### src/rtl/add_err_pkg.sv
// Shared widths for the approximate-adder error monitor.
// The top-level parameters take their defaults from here.
package add_err_pkg;

  localparam int unsigned W_DEF     = 12;
  localparam int unsigned CNT_W_DEF = 32;
  localparam int unsigned ACC_W_DEF = 48;

  localparam int unsigned SUM_W = W_DEF + 1;
  localparam int unsigned ERR_W = W_DEF + 2;
  localparam int unsigned SQ_W  = 2 * W_DEF + 2;

endpackage

### src/rtl/sat_acc.sv
// Saturating accumulator with a sticky saturation flag.
// On overflow it clamps at all-ones and raises sat until clr or reset.
module sat_acc #(
  parameter int unsigned Width = 48
) (
  input  logic             clk,
  input  logic             rst_n,
  input  logic             clr,
  input  logic             en,
  input  logic [Width-1:0] inc,
  output logic [Width-1:0] q,
  output logic             sat
);

  logic [Width-1:0] q_q, q_d;
  logic             sat_q, sat_d;
  logic [Width:0]   sum;

  assign sum = {1'b0, q_q} + {1'b0, inc};

  always_comb begin
    q_d   = q_q;
    sat_d = sat_q;
    if (clr) begin
      q_d   = '0;
      sat_d = 1'b0;
    end else if (en) begin
      if (sum[Width]) begin
        q_d   = '1;
        sat_d = 1'b1;
      end else begin
        q_d = sum[Width-1:0];
      end
    end
  end

  always_ff @(posedge clk or negedge rst_n) begin
    if (!rst_n) begin
      q_q   <= '0;
      sat_q <= 1'b0;
    end else begin
      q_q   <= q_d;
      sat_q <= sat_d;
    end
  end

  assign q   = q_q;
  assign sat = sat_q;

endmodule

### src/rtl/add12u_err_monitor.sv
// Error statistics for a W-bit unsigned approximate adder: per-sample signed error
// plus running count, error count, worst-case, sum of |err| and sum of err^2.
module add12u_err_monitor
  import add_err_pkg::*;
#(
  parameter int unsigned W     = W_DEF,
  parameter int unsigned CNT_W = CNT_W_DEF,
  parameter int unsigned ACC_W = ACC_W_DEF
) (
  input  logic             clk,
  input  logic             rst_n,
  input  logic             in_valid,
  output logic             in_ready,
  input  logic [W-1:0]     in_a,
  input  logic [W-1:0]     in_b,
  input  logic [W:0]       in_o,
  input  logic             clear,
  output logic             err_valid,
  output logic [W+1:0]     err_value,
  output logic [CNT_W-1:0] stat_count,
  output logic [CNT_W-1:0] stat_err_count,
  output logic [W:0]       stat_wce,
  output logic [ACC_W-1:0] stat_sae,
  output logic [ACC_W-1:0] stat_sse,
  output logic             stat_sat
);

  localparam int unsigned SumW = W + 1;
  localparam int unsigned ErrW = W + 2;
  localparam int unsigned SqW  = 2 * W + 2;

  logic            s1_valid_q;
  logic [SumW-1:0] s1_exact_q, s1_o_q;
  logic            accept, upd;
  logic [ErrW-1:0] err, err_mag;
  logic [SqW-1:0]  err_sq;
  logic            err_nz;
  logic [SumW-1:0] wce_q;
  logic [3:0]      sat_vec;

  assign in_ready = !clear;
  assign accept   = in_valid && in_ready;

  always_ff @(posedge clk or negedge rst_n) begin
    if (!rst_n) begin
      s1_valid_q <= 1'b0;
      s1_exact_q <= '0;
      s1_o_q     <= '0;
    end else begin
      s1_valid_q <= accept;
      if (accept) begin
        s1_exact_q <= SumW'(in_a) + SumW'(in_b);
        s1_o_q     <= in_o;
      end
    end
  end

  // Zero-extend both to ErrW so the difference is a correct two's complement value.
  assign err     = {1'b0, s1_o_q} - {1'b0, s1_exact_q};
  assign err_mag = err[ErrW-1] ? (~err + ErrW'(1)) : err;
  assign err_sq  = SqW'(err_mag) * SqW'(err_mag);
  assign err_nz  = |err;

  assign err_valid = s1_valid_q;
  assign err_value = err;

  // A sample in stage 2 during a clear cycle is dropped from the statistics.
  assign upd = s1_valid_q && !clear;

  always_ff @(posedge clk or negedge rst_n) begin
    if (!rst_n) begin
      wce_q <= '0;
    end else if (clear) begin
      wce_q <= '0;
    end else if (upd && (err_mag > {1'b0, wce_q})) begin
      wce_q <= err_mag[SumW-1:0];
    end
  end

  assign stat_wce = wce_q;

  sat_acc #(.Width(CNT_W)) u_count (
    .clk   (clk),
    .rst_n (rst_n),
    .clr   (clear),
    .en    (upd),
    .inc   (CNT_W'(1)),
    .q     (stat_count),
    .sat   (sat_vec[0])
  );

  sat_acc #(.Width(CNT_W)) u_err_count (
    .clk   (clk),
    .rst_n (rst_n),
    .clr   (clear),
    .en    (upd),
    .inc   ({{(CNT_W-1){1'b0}}, err_nz}),
    .q     (stat_err_count),
    .sat   (sat_vec[1])
  );

  sat_acc #(.Width(ACC_W)) u_sae (
    .clk   (clk),
    .rst_n (rst_n),
    .clr   (clear),
    .en    (upd),
    .inc   ({{(ACC_W-ErrW){1'b0}}, err_mag}),
    .q     (stat_sae),
    .sat   (sat_vec[2])
  );

  sat_acc #(.Width(ACC_W)) u_sse (
    .clk   (clk),
    .rst_n (rst_n),
    .clr   (clear),
    .en    (upd),
    .inc   ({{(ACC_W-SqW){1'b0}}, err_sq}),
    .q     (stat_sse),
    .sat   (sat_vec[3])
  );

  assign stat_sat = |sat_vec;

endmodule
### config.mk
export PLATFORM = sky130hd
export DESIGN_NAME = add12u_err_monitor
export DESIGN_NICKNAME = d
export VERILOG_FILES = /design/src/rtl/add_err_pkg.sv /design/src/rtl/sat_acc.sv /design/src/rtl/add12u_err_monitor.sv
export SDC_FILE = /design/constraint.sdc
export NUM_CORES = 1
export LEC_CHECK = 0
export CORE_ASPECT_RATIO = 1.1
export CORE_UTILIZATION = 60
export CTS_CLUSTER_DIAMETER = 200
export CTS_CLUSTER_SIZE = 24
export DETAILED_ROUTE_END_ITERATION = 10
export DONT_BUFFER_PORTS = 1
export GPL_TIMING_DRIVEN = 1
export HOLD_SLACK_MARGIN = 0.08
export PLACE_DENSITY = 0.76
export SLEW_MARGIN = 20
export SYNTH_ARGS = -nofsm -noshare
export SYNTH_HDL_FRONTEND = slang
export SYNTH_SLANG_ARGS = --single-unit
### constraint.sdc
create_clock -name clk -period 21.7 [get_ports clk]
set_input_delay 4.34 -clock clk [delete_from_list [all_inputs] [get_ports clk]]
set_output_delay 4.34 -clock clk [all_outputs]
set_load 0.01 [all_outputs]
==> impl_metrics.csv <==
group,metric,value,unit
yosys,yosysWarnings,0,
yosys,synth_top_family_by_area,"adder cells",
sta,finalCritPeriodShare,0.563,
place,pre_cts_ws,9.37,ns
yosys,synthTopCellsByArea,"dfrtp_1 28%, fa_1 13%, ha_1 11%",
run_status,status,"complete, no violations",
finish,syn2layout_area_growth,4.07,%
route,ant_nets,0,
finish,final_nets,2318,
place,gp_congestion,0.924,
cts,clockBufferDepth,3,
route,num_vias,14400,
floorplanning,initial_core_util,0.611,
setup_path,critPathArrivalTime,12.52,ns
yosys,syn_avg_cell_area,8.94,um2
yosys,synthXorXnorAreaFrac,0.0883,
place,numPortBuffers,0,
floorplanning,die_w,168,um
sta,rsz0062_at_grt,"false",
sta,max-slew-margin-rel,0.263,
setup_path,worstRegToRegCells,39,
flow_run,maxCapViolCount,0,
route,drtIter0Drc,928,
global_route,grt_max_degree,205,
route,firstDrtPassIters,5,
global_route,grt_pass1_wl,75900,um
yosys,synth.top_cell.area_share,0.282,
route,routedWlPerCell,19.5,um
yosys,synth_adder_area_share,0.244,
setup_path,endpoint_kind,"flip-flop",
yosys,yosysSeqAreaShare,0.282,
setup_path,critPathLaunch,"s1_exact_q[4]",
global_route,antenna_found_initial,0,
yosys,synthCells,2026,
sta,setup_viol_count_final,0,
place,placed_cell_area,18500,um2
cts,cts_hold_buf,0,
global_route,grt-ovfl-total,0,
place,hpwlAfterDp,34900,um
min_path,min_path_type,"reg2reg",
setup_path,worst_path_max_delay_cell,"a21oi_1",
floorplanning,dieArea,30900,um2
min_path,min_from,"s1_exact_q[11]",
sta,max_freq,81.8,MHz
sta,post-route-min-period,12.22,ns
finish,antenna_cells,0,
cts,cts_setup_buffers,0,
route,viasPerCell,6.05,
yosys,synth_edf_count,0,
route,post-route-drc-count,0,
setup_path,startpoint_type,"flip-flop",
setup_path,r2r_start,"s1_exact_q[4]",
sta,slew_viol_final,0,
yosys,synthArstFlopShare,1.00,
setup_path,r2r_slack,9.48,ns
finish,final_cell_area,18800,um2
yosys,ys_types,75,
cts,cts-buffers-inserted,12,
setup_path,max_stage_delay,0.81,ns
sta,tightestPinTransition,1.11,ns
yosys,netlist_area,18100,um2
setup_path,crit_fanout,38,
setup_path,critPathMostFrequentCell,"inv_1",
yosys,yosys.area.top_type,"dfrtp_1",
cts,ctsResizeCount,0,
sta,fin_skew,0.0408,ns
setup_path,critPathKind,"reg2reg",
setup_path,crit_end,"u_sse.q[45]",
floorplanning,die_y,184,um
floorplanning,std_cell_rows,66,
sta,finalSetupTns,0,ns
yosys,synth-compound-area-share,0.151,
yosys,synthSimpleGateAreaFrac,0.150,
route,routed_wl,46300,um
setup_path,required,22.00,ns
finish,fillers,2502,
yosys,postSynth.topFlopCell,"dfrtp_1",
yosys,synth_seq_cells,204,
yosys,synthMuxAreaShare,0.0205,
sta,fin_ws,9.48,ns
global_route,grt_pass1_vias,14600,
setup_path,r2r-end,"u_sse.q[45]",
floorplanning,core,29600,um2
cts,cts_tree,"yes",
floorplanning,ios,231,
sta,hold_ws,0.485,ns
cts,cts-root-buf,"clkbuf_16",
cts,clk_latency,0.49,ns
cts,cts.clk_slew.worst_paths,0.09,ns
finish,drive_above_1_share,0.0361,
cts,htreeDepth,1,
sta,final-hold-violation-count,0,
cts,cts.sinks,204,
global_route,track_usage,0.308,
## kinds of logic after synthesis
family                   after synthesis
buffers and inverters                310
AND/OR/NAND/NOR                      563
adder cells (fa/ha/maj)              281
other                                  2
flip-flops                           204
XOR/XNOR                             180
multiplexers                          37
AO/OA/AOI/OAI                        449
## per-stage QoR
step                      utilization  instances
after floorplan                     -       2033
after global placement          0.623       2356
after detailed placement        0.623       2356
after CTS                       0.635       2371
after global routing            0.636       2371
final                           0.636       2371
## critical path: cells and delay by family, from the launching register on
kind / cells / cell delay (ns)
buf+inv: 8 / 1.14
xor+xnor: 1 / 0.42
simple gates: 9 / 2.08
fa+ha+maj: 9 / 4.13
flops: 1 / 0.37
compound gates: 12 / 3.86
## cells in the final DEF (no fill, tap or decap), drive strengths merged, types with 10 or more instances in the layout
cell type and count:
a211oi 14, a21o 47, a21oi 84, a31oi 11, and2 16, and3 35, and4 10, buf 13
clkbuf 14, dfrtp 204, fa 119, ha 162, inv 239, mux2i 36, nand2 205, nand3 69
nand4 32, nor2 108, nor2b 16, nor3 30, o211ai 20, o21a 11, o21ai 200, o21bai 10
xnor2 69, xor2 111
## metal layers
metal,GRT usage,share of wire
met5,0,0
met4,0.0910,0.029
met3,0.0767,0.077
met2,0.536,0.49
met1,0.377,0.40
## cell usage after synthesis (3+ instances only)
master,count
a211o_1,3
a211oi_1,12
a21boi_0,8
a21o_1,47
a21oi_1,83
a221o_1,4
a31o_2,5
a31oi_1,11
a41o_1,3
and2_1,16
and3_1,35
and4_1,10
clkbuf_1,62
clkinv_1,7
dfrtp_1,204
fa_1,119
ha_1,162
inv_1,231
inv_2,8
mux2i_1,36
nand2_1,205
nand2b_1,3
nand3_1,69
nand3b_1,4
nand4_1,32
nor2_1,106
nor2b_1,16
nor3_1,29
nor3b_1,6
nor4_1,6
o2111ai_1,3
o211ai_1,20
o21a_1,11
o21ai_0,199
o21bai_1,10
o31ai_1,8
or2_2,9
or3_1,3
xnor2_1,68
xor2_1,109
## registers in the layout (all words and copies together), names as in the netlist
signal	cells
err_valid	1
s1_exact_q	13
s1_o_q	13
stat_wce	13
u_count.q	32
u_count.sat	1
u_err_count.q	32
u_err_count.sat	1
u_sae.q	48
u_sae.sat	1
u_sse.q	48
u_sse.sat	1
## layout make-up
| cell class | instances | area (um2) | share of cell area |
|---|---|---|---|
| clock inverters | 1 | 16.3 | 0.000863 |
| well taps | 374 | 468 | 0.0248 |
| flip-flops and latches | 204 | 5110 | 0.271 |
| multi-input cells | 1519 | 11900 | 0.632 |
| clock buffers | 14 | 329 | 0.0175 |
| inverters | 246 | 923 | 0.0490 |
| repair buffers | 13 | 97.6 | 0.00518 |
## how the worst min path moves through the flow
stage	to	slack (ns)	depth (start not counted)
after CTS	s1_exact_q[11]	0.49	2
after detailed placement	s1_o_q[2]	0.47	2
after floorplan	u_sse.sat	0.45	1
final	s1_exact_q[11]	0.48	2
after global routing	s1_o_q[2]	0.51	2
after global placement	s1_o_q[6]	0.46	2
Power is left out: the tool's default activity adds up to more than one toggle a clock period on the data nets, which glitch-free logic cannot reach.
